<file path="src/rtl/cache_ctrl_fsm.sv">
`default_nettype none
// ============================================================================
//  Module   : cache_ctrl_fsm
//  Purpose  : Sequences an 8-way, 16-set TagMemory for one CPU access at a
//             time: lookup, hit LRU/dirty update, dirty-victim write-back,
//             line fill, tag allocation. Keeps saturating hit/miss counters.
//  Ports    : clk, rst (async, active-high)
//             cpu_*  : request {tag,index}, busy/done handshake, hit + way
//             tm_*   : TagMemory index/tag drive, wr/mod/age pulses, and
//                      lookup results (hit way, LRU victim way/tag/dirty)
//             mem_*  : next-level request, write-back vs fill, line address,
//                      completion ack
//             hit_cnt, miss_cnt : saturating statistics
//  Revision : 1.0  initial release
// ============================================================================
module cache_ctrl_fsm #(
   parameter int TAG_W = 8,
   parameter int IDX_W = 4,
   parameter int WAY_W = 3,
   parameter int CNT_W = 16
) (
   input  logic                   clk,
   input  logic                   rst,
   input  logic                   cpu_req,
   input  logic                   cpu_we,
   input  logic [TAG_W+IDX_W-1:0] cpu_addr,
   output logic                   cpu_busy,
   output logic                   cpu_done,
   output logic                   cpu_hit,
   output logic [WAY_W-1:0]       cpu_way,
   output logic [TAG_W-1:0]       tm_tag,
   output logic [IDX_W-1:0]       tm_index,
   output logic                   tm_wr,
   output logic                   tm_mod,
   output logic                   tm_age,
   input  logic                   tm_hit,
   input  logic [WAY_W-1:0]       tm_chan,
   input  logic [WAY_W-1:0]       tm_age_chan,
   input  logic [TAG_W-1:0]       tm_age_tag,
   input  logic                   tm_age_mod,
   output logic                   mem_req,
   output logic                   mem_we,
   output logic [TAG_W+IDX_W-1:0] mem_addr,
   input  logic                   mem_ack,
   output logic [CNT_W-1:0]       hit_cnt,
   output logic [CNT_W-1:0]       miss_cnt
);

   localparam logic [2:0] S_IDLE    = 3'd0;
   localparam logic [2:0] S_LOOKUP  = 3'd1;
   localparam logic [2:0] S_COMPARE = 3'd2;
   localparam logic [2:0] S_WB      = 3'd3;
   localparam logic [2:0] S_FILL    = 3'd4;
   localparam logic [2:0] S_ALLOC   = 3'd5;
   localparam logic [2:0] S_TOUCH   = 3'd6;
   localparam logic [2:0] S_DONE    = 3'd7;

   logic [2:0]       state;
   logic [2:0]       state_nx;

   logic [TAG_W-1:0] tag_lat;
   logic [IDX_W-1:0] idx_lat;
   logic             we_lat;
   logic             hit_lat;
   logic [WAY_W-1:0] way_lat;
   logic [TAG_W-1:0] vtag_lat;
   // Set after the mark-dirty cycle of a write TOUCH so the second TOUCH
   // cycle issues the age pulse instead.
   logic             mod_done;

   // ------------------------------------------------------------------
   // State register
   // ------------------------------------------------------------------
   always_ff @(posedge clk or posedge rst) begin
      if (rst) begin
         state <= S_IDLE;
      end else begin
         state <= state_nx;
      end
   end

   // ------------------------------------------------------------------
   // Request latch, lookup capture, TOUCH phase and statistics
   // ------------------------------------------------------------------
   always_ff @(posedge clk or posedge rst) begin
      if (rst) begin
         tag_lat  <= '0;
         idx_lat  <= '0;
         we_lat   <= 1'b0;
         hit_lat  <= 1'b0;
         way_lat  <= '0;
         vtag_lat <= '0;
         mod_done <= 1'b0;
         hit_cnt  <= '0;
         miss_cnt <= '0;
      end else begin
         if (state == S_IDLE && cpu_req) begin
            tag_lat <= cpu_addr[TAG_W+IDX_W-1:IDX_W];
            idx_lat <= cpu_addr[IDX_W-1:0];
            we_lat  <= cpu_we;
         end
         if (state == S_COMPARE) begin
            hit_lat  <= tm_hit;
            // On a miss the line will be allocated into the LRU victim way,
            // so that is the way reported back to the CPU.
            way_lat  <= tm_hit ? tm_chan : tm_age_chan;
            vtag_lat <= tm_age_tag;
            if (tm_hit) begin
               if (hit_cnt != '1) hit_cnt <= hit_cnt + CNT_W'(1);
            end else begin
               if (miss_cnt != '1) miss_cnt <= miss_cnt + CNT_W'(1);
            end
         end
         mod_done <= (state == S_TOUCH) && we_lat && !mod_done;
      end
   end

   // ------------------------------------------------------------------
   // Next-state logic
   // ------------------------------------------------------------------
   always_comb begin
      state_nx = state;
      case (state)
         S_IDLE:    if (cpu_req) state_nx = S_LOOKUP;
         S_LOOKUP:  state_nx = S_COMPARE;
         S_COMPARE: begin
            if (tm_hit)          state_nx = S_TOUCH;
            else if (tm_age_mod) state_nx = S_WB;
            else                 state_nx = S_FILL;
         end
         S_WB:      if (mem_ack) state_nx = S_FILL;
         S_FILL:    if (mem_ack) state_nx = S_ALLOC;
         S_ALLOC:   state_nx = S_TOUCH;
         S_TOUCH:   if (!(we_lat && !mod_done)) state_nx = S_DONE;
         S_DONE:    state_nx = S_IDLE;
         default:   state_nx = S_IDLE;
      endcase
   end

   // ------------------------------------------------------------------
   // Output logic
   // ------------------------------------------------------------------
   always_comb begin
      cpu_busy = (state != S_IDLE);
      cpu_done = 1'b0;
      cpu_hit  = 1'b0;
      cpu_way  = '0;
      tm_tag   = tag_lat;
      tm_index = idx_lat;
      tm_wr    = 1'b0;
      tm_mod   = 1'b0;
      tm_age   = 1'b0;
      mem_req  = 1'b0;
      mem_we   = 1'b0;
      mem_addr = '0;
      case (state)
         S_WB: begin
            mem_req  = 1'b1;
            mem_we   = 1'b1;
            mem_addr = {vtag_lat, idx_lat};
         end
         S_FILL: begin
            mem_req  = 1'b1;
            mem_addr = {tag_lat, idx_lat};
         end
         S_ALLOC: tm_wr = 1'b1;
         S_TOUCH: begin
            if (we_lat && !mod_done) tm_mod = 1'b1;
            else                     tm_age = 1'b1;
         end
         S_DONE: begin
            cpu_done = 1'b1;
            cpu_hit  = hit_lat;
            cpu_way  = way_lat;
         end
         default: ;
      endcase
   end

endmodule
`default_nettype wire

</file>
<file path="config.mk">
export PLATFORM = sky130hd
export DESIGN_NAME = cache_ctrl_fsm
export DESIGN_NICKNAME = d
export VERILOG_FILES = /design/src/rtl/cache_ctrl_fsm.sv
export SDC_FILE = /design/constraint.sdc
export NUM_CORES = 1
export LEC_CHECK = 0
export ABC_AREA = 1
export CORE_MARGIN = 2
export CORE_UTILIZATION = 45
export CTS_BUF_LIST = sky130_fd_sc_hd__clkbuf_8
export DETAILED_ROUTE_END_ITERATION = 10
export PLACE_DENSITY = 0.82
export SKIP_LAST_GASP = 1
export SLEW_MARGIN = 10
export SYNTH_ARGS = -nofsm -noshare
export SYNTH_HDL_FRONTEND = slang
export SYNTH_SLANG_ARGS = --single-unit
</file>
<file path="constraint.sdc">
create_clock -name clk -period 1.9 [get_ports clk]
set_clock_uncertainty 0.05 [all_clocks]
set_input_delay 0.38 -clock clk [delete_from_list [all_inputs] [get_ports clk]]
set_output_delay 0.38 -clock clk [all_outputs]
set_load 0.005 [all_outputs]
</file>
==> run metrics, run 1 <==
run status complete, but fails checks; violations in the final reports setup timing; maximum net fanout on the critical path 4; power after layout 6.37 mW; y dimension of the die 91.3 um; share of the yosys chip area belonging to registers 44.5%; number of clock buffers inserted by TritonCTS 9; average cell area after synthesis 7.63 um2; power density of the placed cells 1280 mW/mm2; max-cap violations 0; H-tree levels 3; residual overflow from global routing 0; minimum period implied by the final worst setup slack 2.07 ns; Die Span X 91.3 um; average via count per standard cell 5.10; commonest cells after routing, fill and taps aside 155 x nand2_1, 77 x clkdlybuf4s50_1, 58 x dfrtp_1, 47 x nor2_1, 40 x inv_1; CP required 1.47 ns; synthesis warning total 0; final setup violation count 14; number of inserted diodes 0; combined area of all synthesized cells 0.00343 mm2; post-CTS clock slew at the launch and capture registers of the worst setup and hold paths 0.07 ns; area of the core region 0.00733 mm2; overall via count from detail_route 3491; wire length of the first global-routing pass 15500 um; worst-path cell with the longest stage delay clkdlybuf4s50_1; Finished Cell Area 0.00498 mm2; quantity of I/O buffers inserted on ports 99; final-report hold violation count 0; starting density of the core 46.8%; register share of total power 34.5%; final-stage net count 616; FF-to-FF path depth 8; leakage power figure 2.27 nW; Slew headroom 73.3%; Fmax 482 MHz; class of the tightest hold or removal check in -> async; half-perimeter wire length after detailed placement 6590 um; endpoint of the worst-slack reg-to-reg timing path miss_cnt[11]; drt first-iter violations 243; crit path setup slack, layout -0.173 ns; final weighted congestion in routability-driven placement 0.857; Comb power frac 49.7%; Area after DPL 0.00465 mm2; die area 0.00834 mm2; largest vdd supply drop 0.512 mV; post-detailed-routing wire length 9610 um; Worst-Margin Slew 0.398 ns; number of antenna-violating nets in the routed design 0; Synth Net Count 485; drt pass-1 iters 4; Yosys reg bits 61; DRC Markers 0; Post-Route Setup TNS -1.05 ns; setup repair after global routing missed its margin true; slack of the worst reg-to-reg path 0.15 ns; number of instances in the placed design 659; number of slew-limit violations in the final report 0; buffers from clock root to sink, at most 2; internal power contribution 3.86 mW; delay of the slowest cell on the worst path 0.50 ns; clock tree from TritonCTS done; data arrival time of the worst path 1.64 ns; clock root buffer clkbuf_8; fillers 550; class of the most critical setup path reg -> out; switching power 2.51 mW; switching share of power 39.4%; category of the worst setup path launch point flip-flop; detailed-route wire length per cell 14.0 um; worst hold slack 0.418 ns; clock latency at the later pin of the worst-skew pair 0.34 ns; R2R Path Start miss_cnt[10]; vias in the first global route 3321; relative area change from synthesis to final layout 45.0%; most frequent standard cell in the layout excluding fill and tap cells nand2_1; number of top-level pins 100; ratio of final minimum period to clock period 109%; number of cells produced by synthesis 450; number of cell rows 31; clock sinks 61; pin count of the biggest net entering global routing 62; number of antenna violations at the first check in global routing 0; cells along the critical path nand2_4 > nor2_4 > inv_2 > nor2_1 > clkdlybuf4s50_1; Layout Cells excl Fill 684; Cell variety after synth 34; Setup crit end kind output port; overall global routing resource usage 23.0%; proportion of layout cells with a drive suffix above 1 19.3%; fraction of power consumed by the clock network 15.8%
[per-layer routing]
| metal | global-route usage [%] | wire, um |
|---|---|---|
| met1 | 30.1 | 4190 |
| met2 | 37.4 | 4740 |
| met3 | 5.98 | 487 |
| met4 | 7.70 | 194 |
| met5 | 0 | 0 |
[flip-flops by register name (all words and copies together), names as in the netlist]
register,flops
hit_cnt,16
hit_lat,1
miss_cnt,16
mod_done,1
state,3
tm_index,4
tm_tag,8
vtag_lat,8
way_lat,3
we_lat,1
[cells in the mapped netlist]
master | number | area [um2]
a21oi_1 | 6 | 30.0
a32o_1 | 5 | 50.1
buf_2 | 2 | 10.0
buf_4 | 1 | 7.51
buf_6 | 2 | 22.5
clkbuf_1 | 1 | 3.75
clkinv_1 | 1 | 3.75
dfrtp_1 | 61 | 1530
ha_1 | 2 | 25.0
inv_1 | 44 | 165
inv_2 | 4 | 15.0
inv_4 | 1 | 6.26
mux2_1 | 8 | 90.1
nand2_1 | 158 | 593
nand2_2 | 5 | 31.3
nand2_4 | 3 | 33.8
nand3_1 | 19 | 95.1
nand3_2 | 1 | 10.0
nand3_4 | 1 | 17.5
nand3b_1 | 4 | 30.0
nand4_1 | 9 | 56.3
nand4_2 | 1 | 12.5
nor2_1 | 55 | 206
nor2_2 | 5 | 31.3
nor2_4 | 4 | 45.0
nor2_8 | 1 | 20.0
nor3_1 | 3 | 15.0
o211ai_1 | 3 | 22.5
o21ai_0 | 15 | 75.1
o21ai_1 | 9 | 45.0
o21ai_2 | 6 | 52.6
o22ai_1 | 1 | 6.26
xnor2_1 | 7 | 61.3
xor2_1 | 2 | 17.5
[cells by family after synthesis]
group | count (synthesis) | synth area share (%)
AOI/OAI and AO/OA | 45 | 8.20
DFF | 61 | 44.5
adders and majority gates | 2 | 0.729
and+or+nand+nor | 269 | 34.9
muxes | 8 | 2.62
buffers and inverters | 56 | 6.81
xor gates and xnor gates | 9 | 2.30
[per-stage QoR]
stage	utilization [%]	setup slack (ns)
2_1_floorplan	-	0.297
3_3_place_gp	63.4	0.0246
3_5_place_dp	63.4	-0.0575
4_1_cts	66.2	-0.205
5_1_grt	67.9	-0.270
6_report	67.9	-0.173
[repair_timing]
action | 4_1_cts | 5_1_grt
setup endpoints to repair | 23 | 32
hold buffers | 0 | 0
buffers inserted | 6 | 5
pin swaps | 5 | 8
gates resized for setup | 48 | 62
endpoints found under the hold margin | 0 | 0
[how the worst max path moves through the flow]
stage	slack (ns)	cells after the start	endpoint	start
floorplan	0.30	9	hit_cnt[13]	hit_cnt[0]
CTS	-0.21	6	mem_addr[9]	state[1]
global route	-0.27	5	cpu_way[0]	state[1]
detailed placement	-0.06	7	mem_addr[1]	state[1]
finish	-0.17	5	cpu_way[0]	state[1]
global placement	0.02	7	mem_addr[3]	state[1]
[critical path: cells and delay by family (launching register included)]
kind / cells / cell delay (ns)
buffers and inverters: 2 / 0.57
AND/OR/NAND/NOR: 3 / 0.30
flip-flops: 1 / 0.44
[layout make-up]
type	instances	area, um2	share of cell area [%]
well taps	99	124	2.49
clock inverters	5	27.5	0.553
multi-input cells	333	1790	35.9
inverters	50	201	4.05
clock buffers	10	138	2.76
flip-flops and latches	61	1530	30.7
repair buffers	126	1170	23.6
[power by group through the flow]
stage / Sequential (mW) / Combinational, mW / Clock [mW]
after detailed placement: 2.20 / 2.80 / 0
after floorplan: 2.13 / 1.35 / 0
after CTS: 2.17 / 2.85 / 1.01
after global routing: 2.27 / 3.48 / 1.08
after global placement: 2.17 / 2.71 / 0
final: 2.20 / 3.17 / 1.01
Power figures use the tool's default switching activity.
==> run 2: changes to the inputs <==
--- a/config.mk
+++ b/config.mk
@@ -10,7 +10,7 @@
 export CORE_UTILIZATION = 45
 export CTS_BUF_LIST = sky130_fd_sc_hd__clkbuf_8
 export DETAILED_ROUTE_END_ITERATION = 10
-export PLACE_DENSITY = 0.82
+export PLACE_DENSITY = 0.78
 export SKIP_LAST_GASP = 1
 export SLEW_MARGIN = 10
 export SYNTH_ARGS = -nofsm -noshare
==> run metrics, run 2 (synthesis gave the netlist of run 1 again) <==
CTS Hold Buffers Added 0; violations in the final reports setup timing; CP required 1.47 ns; setup repair after global routing missed its margin true; number of cell rows 31; number of clock buffers inserted by TritonCTS 9; largest vdd supply drop 0.577 mV; most frequent standard cell in the layout excluding fill and tap cells nand2_1; clock root buffer clkbuf_8; number of antenna violations at the first check in global routing 0; cells along the critical path buf_6 > nand2_8 > nor2_4 > buf_6 > buf_6 > a32o_1 > buf_2; Setup crit end kind output port; number of instances in the placed design 659; Post-Route Utilization 67.9%; cell repeated most along the worst path buf_6; minimum period implied by the final worst setup slack 2.02 ns; ratio of final minimum period to clock period 106%; DRC Markers 0; wire length of the first global-routing pass 15800 um; data arrival time of the worst path 1.59 ns; relative area change from synthesis to final layout 45.1%; clock sinks 61; drt first-iter violations 245; sequential cell area 0.00153 mm2; category of the worst setup path launch point flip-flop; crit path setup slack, layout -0.118 ns; class of the tightest hold or removal check in -> async; Layout Cells excl Fill 691; final-stage net count 622; Fmax 496 MHz; maximum net fanout on the critical path 3; final weighted congestion in routability-driven placement 0.830; area taken by multi-input logic gates 0.00174 mm2; leakage power figure 2.25 nW; area of the core region 0.00733 mm2; post-detailed-routing wire length 9770 um; number of inserted diodes 0; vias in the first global route 3259; drt pass-1 iters 6; final setup violation count 10; commonest cells after routing, fill and taps aside 156 x nand2_1, 76 x clkdlybuf4s50_1, 58 x dfrtp_1, 44 x nor2_1, 42 x inv_1; average via count per standard cell 4.98; post-CTS clock slew at the launch and capture registers of the worst setup and hold paths 0.07 ns; y dimension of the die 91.3 um; fillers 593; clock latency at the later pin of the worst-skew pair 0.34 ns; clock tree from TritonCTS done; overall via count from detail_route 3442; delay of the slowest cell on the worst path 0.43 ns; number of antenna-violating nets in the routed design 0; buffers from clock root to sink, at most 2; quantity of I/O buffers inserted on ports 99; power density of the placed cells 1280 mW/mm2; number of slew-limit violations in the final report 0; starting density of the core 46.8%; max-cap violations 0; run status complete, but fails checks; pin count of the biggest net entering global routing 23; residual overflow from global routing 0; Slew headroom 75.1%; final-report hold violation count 0; class of the most critical setup path reg -> out; worst-path cell with the longest stage delay dfrtp_2; Worst-Margin Slew 0.372 ns; proportion of layout cells with a drive suffix above 1 20.4%; die area 0.00834 mm2; detailed-route wire length per cell 14.1 um; overall global routing resource usage 24.0%; H-tree levels 3; number of top-level pins 100; half-perimeter wire length after detailed placement 6830 um; Die Span X 91.3 um; largest registers hit_cnt x16, miss_cnt x16
[run 2: power breakdown]
| group | leakage (nW) | internal (mW) | switching [mW] |
|---|---|---|---|
| sequential | 0.762 | 1.76 | 0.424 |
| combinational | 1.39 | 1.62 | 1.52 |
| clock | 0.0963 | 0.533 | 0.516 |
[run 2: final timing paths]
path / from / end / slack (ns) / cells after the start
worst max register to register: miss_cnt[1] / miss_cnt[5] / 0.17 / 6
worst min-delay path: rst / miss_cnt[5] / 0.32 / 2
max in group asynchronous: rst / mod_done / 1.04 / 3
min in group clk: vtag_lat[3] / vtag_lat[3] / 0.44 / 2
worst max-delay path: state[0] / mem_addr[10] / -0.12 / 7
worst min register to register: vtag_lat[3] / vtag_lat[3] / 0.44 / 2
[run 2: worst max-delay path: cells and delay by family, from the launching register on]
| kind | cells | cell delay, ns |
|---|---|---|
| compound gates | 1 | 0.20 |
| buf+inv | 4 | 0.49 |
| flops | 1 | 0.43 |
| simple gates | 2 | 0.12 |
[run 2: timing repair]
| item | in CTS | in global routing |
|---|---|---|
| resized for setup | 70 | 43 |
| pin swaps | 6 | 6 |
| buffers inserted | 11 | 6 |
| endpoints found under the setup margin | 23 | 23 |
[run 2: through the flow]
| step | setup TNS, ns | hold slack [ns] | cell area (um2) | worst slack [ns] | power [mW] |
|---|---|---|---|---|---|
| global placement | 0 | 0.424 | 4660 | 0.0294 | 4.89 |
| finish | -0.678 | 0.321 | 4980 | -0.118 | 6.37 |
| CTS | -1.70 | 0.329 | 4900 | -0.201 | 6.10 |
| floorplan | 0 | 0.392 | 3440 | 0.297 | 3.48 |
| detailed placement | -0.153 | 0.425 | 4660 | -0.0492 | 4.98 |
| global route | -1.51 | 0.322 | 4980 | -0.170 | 6.81 |
[run 2: routing by layer]
layer | global-route usage (%) | vias up | wire, um
met5 | 0 | - | 0
met4 | 8.46 | 0 | 216
met3 | 6.64 | 23 | 493
met2 | 38.9 | 108 | 4770
met1 | 30.8 | 1608 | 4280
li1 | - | 1703 | -
[run 2: cell type report]
| class | instances | area share (%) |
|---|---|---|
| multi-input combinational | 333 | 34.9 |
| sequential | 61 | 30.7 |
| timing repair buffer | 132 | 24.3 |
| inverter | 50 | 3.99 |
| clock buffer | 11 | 3.04 |
| tap | 99 | 2.49 |
| clock inverter | 5 | 0.528 |
==> run 3: changes to the inputs <==
--- a/config.mk
+++ b/config.mk
@@ -11,6 +11,7 @@
 export CTS_BUF_LIST = sky130_fd_sc_hd__clkbuf_8
 export DETAILED_ROUTE_END_ITERATION = 10
 export PLACE_DENSITY = 0.78
+export REMOVE_ABC_BUFFERS = 1
 export SKIP_LAST_GASP = 1
 export SLEW_MARGIN = 10
 export SYNTH_ARGS = -nofsm -noshare
==> run metrics, run 3 (synthesis gave the netlist of run 1 again) <==
switching power 2.46 mW; Die Span X 91.3 um; largest registers hit_cnt x16, miss_cnt x16; final weighted congestion in routability-driven placement 0.860; Setup Slack @ Placement -0.00519 ns; overall via count from detail_route 3484; wire length of the first global-routing pass 15200 um; clock sinks 61; run status complete, but fails checks; drt first-iter violations 171; starting density of the core 46.8%; pin count of the biggest net entering global routing 20; largest vdd supply drop 0.822 mV; Slew headroom 73.5%; internal power contribution 3.94 mW; fraction of power consumed by the clock network 16.5%; half-perimeter wire length after detailed placement 6790 um; H-tree levels 3; number of cell rows 31; number of slew-limit violations in the final report 0; sequential cell area 0.00153 mm2; leakage power figure 2.25 nW; area taken by multi-input logic gates 0.00178 mm2; minimum period implied by the final worst setup slack 1.98 ns; switching share of power 38.4%; CP required 1.47 ns; overall global routing resource usage 22.9%; number of clock buffers inserted by TritonCTS 9; clock latency at the later pin of the worst-skew pair 0.35 ns; class of the tightest hold or removal check in -> async; final-stage net count 621; Fmax 506 MHz; buffers from clock root to sink, at most 2; clock root buffer clkbuf_8; most frequent standard cell in the layout excluding fill and tap cells nand2_1; average via count per standard cell 5.05; quantity of I/O buffers inserted on ports 99; max-cap violations 0; setup repair after global routing missed its margin true; data arrival time of the worst path 1.55 ns; Comb power frac 49.1%; final setup violation count 9; drt pass-1 iters 4; violations in the final reports setup timing; relative area change from synthesis to final layout 46.4%; worst hold slack 0.306 ns; Setup crit end kind output port; residual overflow from global routing 0; y dimension of the die 91.3 um; number of top-level pins 100; detailed-route wire length per cell 13.5 um; commonest cells after routing, fill and taps aside 156 x nand2_1, 76 x clkdlybuf4s50_1, 56 x dfrtp_1, 45 x nor2_1, 41 x inv_1; power density of the placed cells 1270 mW/mm2; ratio of final minimum period to clock period 104%; maximum net fanout on the critical path 3; category of the worst setup path launch point flip-flop; proportion of layout cells with a drive suffix above 1 22.0%; number of antenna-violating nets in the routed design 0; area of the core region 0.00733 mm2; final-report hold violation count 0; die area 0.00834 mm2; crit path setup slack, layout -0.0776 ns; DRC Markers 0; vias in the first global route 3292; FF-to-FF path depth 11; Worst-Margin Slew 0.397 ns; post-CTS clock slew at the launch and capture registers of the worst setup and hold paths 0.07 ns; number of inserted diodes 0; class of the most critical setup path reg -> out; register share of total power 34.4%; post-detailed-routing wire length 9290 um; clock tree from TritonCTS done; fillers 566; number of antenna violations at the first check in global routing 0
run 3: cell types whose count changed in the layout (fill, tap and decap cells not counted), sizes merged:
| cell | change |
|---|---|
| clkbuf | -1 |
| dlygate4sd2 | +2 |
| clkinvlp | -1 |
| dlymetal6s2s | -2 |
| inv | +1 |
run 3: layout make-up:
| type | count | area share (%) |
|---|---|---|
| clock buffers | 11 | 3.01 |
| well taps | 99 | 2.46 |
| clock inverters | 5 | 0.523 |
| inverters | 50 | 3.93 |
| multi-input cells | 333 | 35.3 |
| repair buffers | 131 | 24.2 |
| flip-flops and latches | 61 | 30.5 |
run 3: power groups by stage:
| stage | combinational (mW) | clock (mW) | sequential, mW |
|---|---|---|---|
| after floorplan | 1.26 | 0 | 2.17 |
| after global placement | 2.83 | 0 | 2.17 |
| after detailed placement | 2.90 | 0 | 2.19 |
| after CTS | 2.96 | 1.07 | 2.17 |
| after global routing | 3.45 | 1.13 | 2.27 |
| final | 3.14 | 1.05 | 2.20 |
run 3: worst paths after layout:
| kind | endpoint | slack, ns | from |
|---|---|---|---|
| worst max-delay path | mem_addr[10] | -0.08 | state[0] |
| worst min-delay path | miss_cnt[4] | 0.31 | rst |
| worst max register to register | hit_cnt[2] | 0.18 | state[2] |
| worst min register to register | vtag_lat[2] | 0.44 | vtag_lat[2] |
| max in group asynchronous | miss_cnt[1] | 0.96 | rst |
| min in group clk | vtag_lat[2] | 0.44 | vtag_lat[2] |
run 3: timing repair:
action / in CTS / in global routing
buffers inserted: 10 / 3
pin swaps: 7 / 13
gates resized for setup: 92 / 43
setup endpoints to repair: 23 / 32
hold buffers: 0 / 0
run 3: metal layers:
metal,part of all wire [%],global-route usage [%],up-vias
li1,-,-,1711
met1,44,29.5,1630
met2,47,37.4,123
met3,6.8,4.73,20
met4,2.6,10.2,0
met5,0,0,-
run 3: metrics by stage:
| stage | setup TNS (ns) | utilization [%] | cell area, um2 | power [mW] | instances |
|---|---|---|---|---|---|
| after global routing | -1.43 | 68.6 | 5030 | 6.85 | 690 |
| after CTS | -2.27 | 67.3 | 4940 | 6.21 | 690 |
| after global placement | 0 | 64.2 | 4710 | 5.00 | 664 |
| after floorplan | -2.63 | - | 3390 | 3.43 | 444 |
| final | -0.339 | 68.6 | 5030 | 6.40 | 690 |
| after detailed placement | -0.0105 | 64.2 | 4710 | 5.08 | 664 |
run 3: critical path, cell delays in order, from the launching register on:
cell and delay (ns):
dfrtp_2 0.45, nand2_4 0.12, nor2_4 0.05, buf_6 0.12
buf_6 0.11, a32o_2 0.24, buf_6 0.11
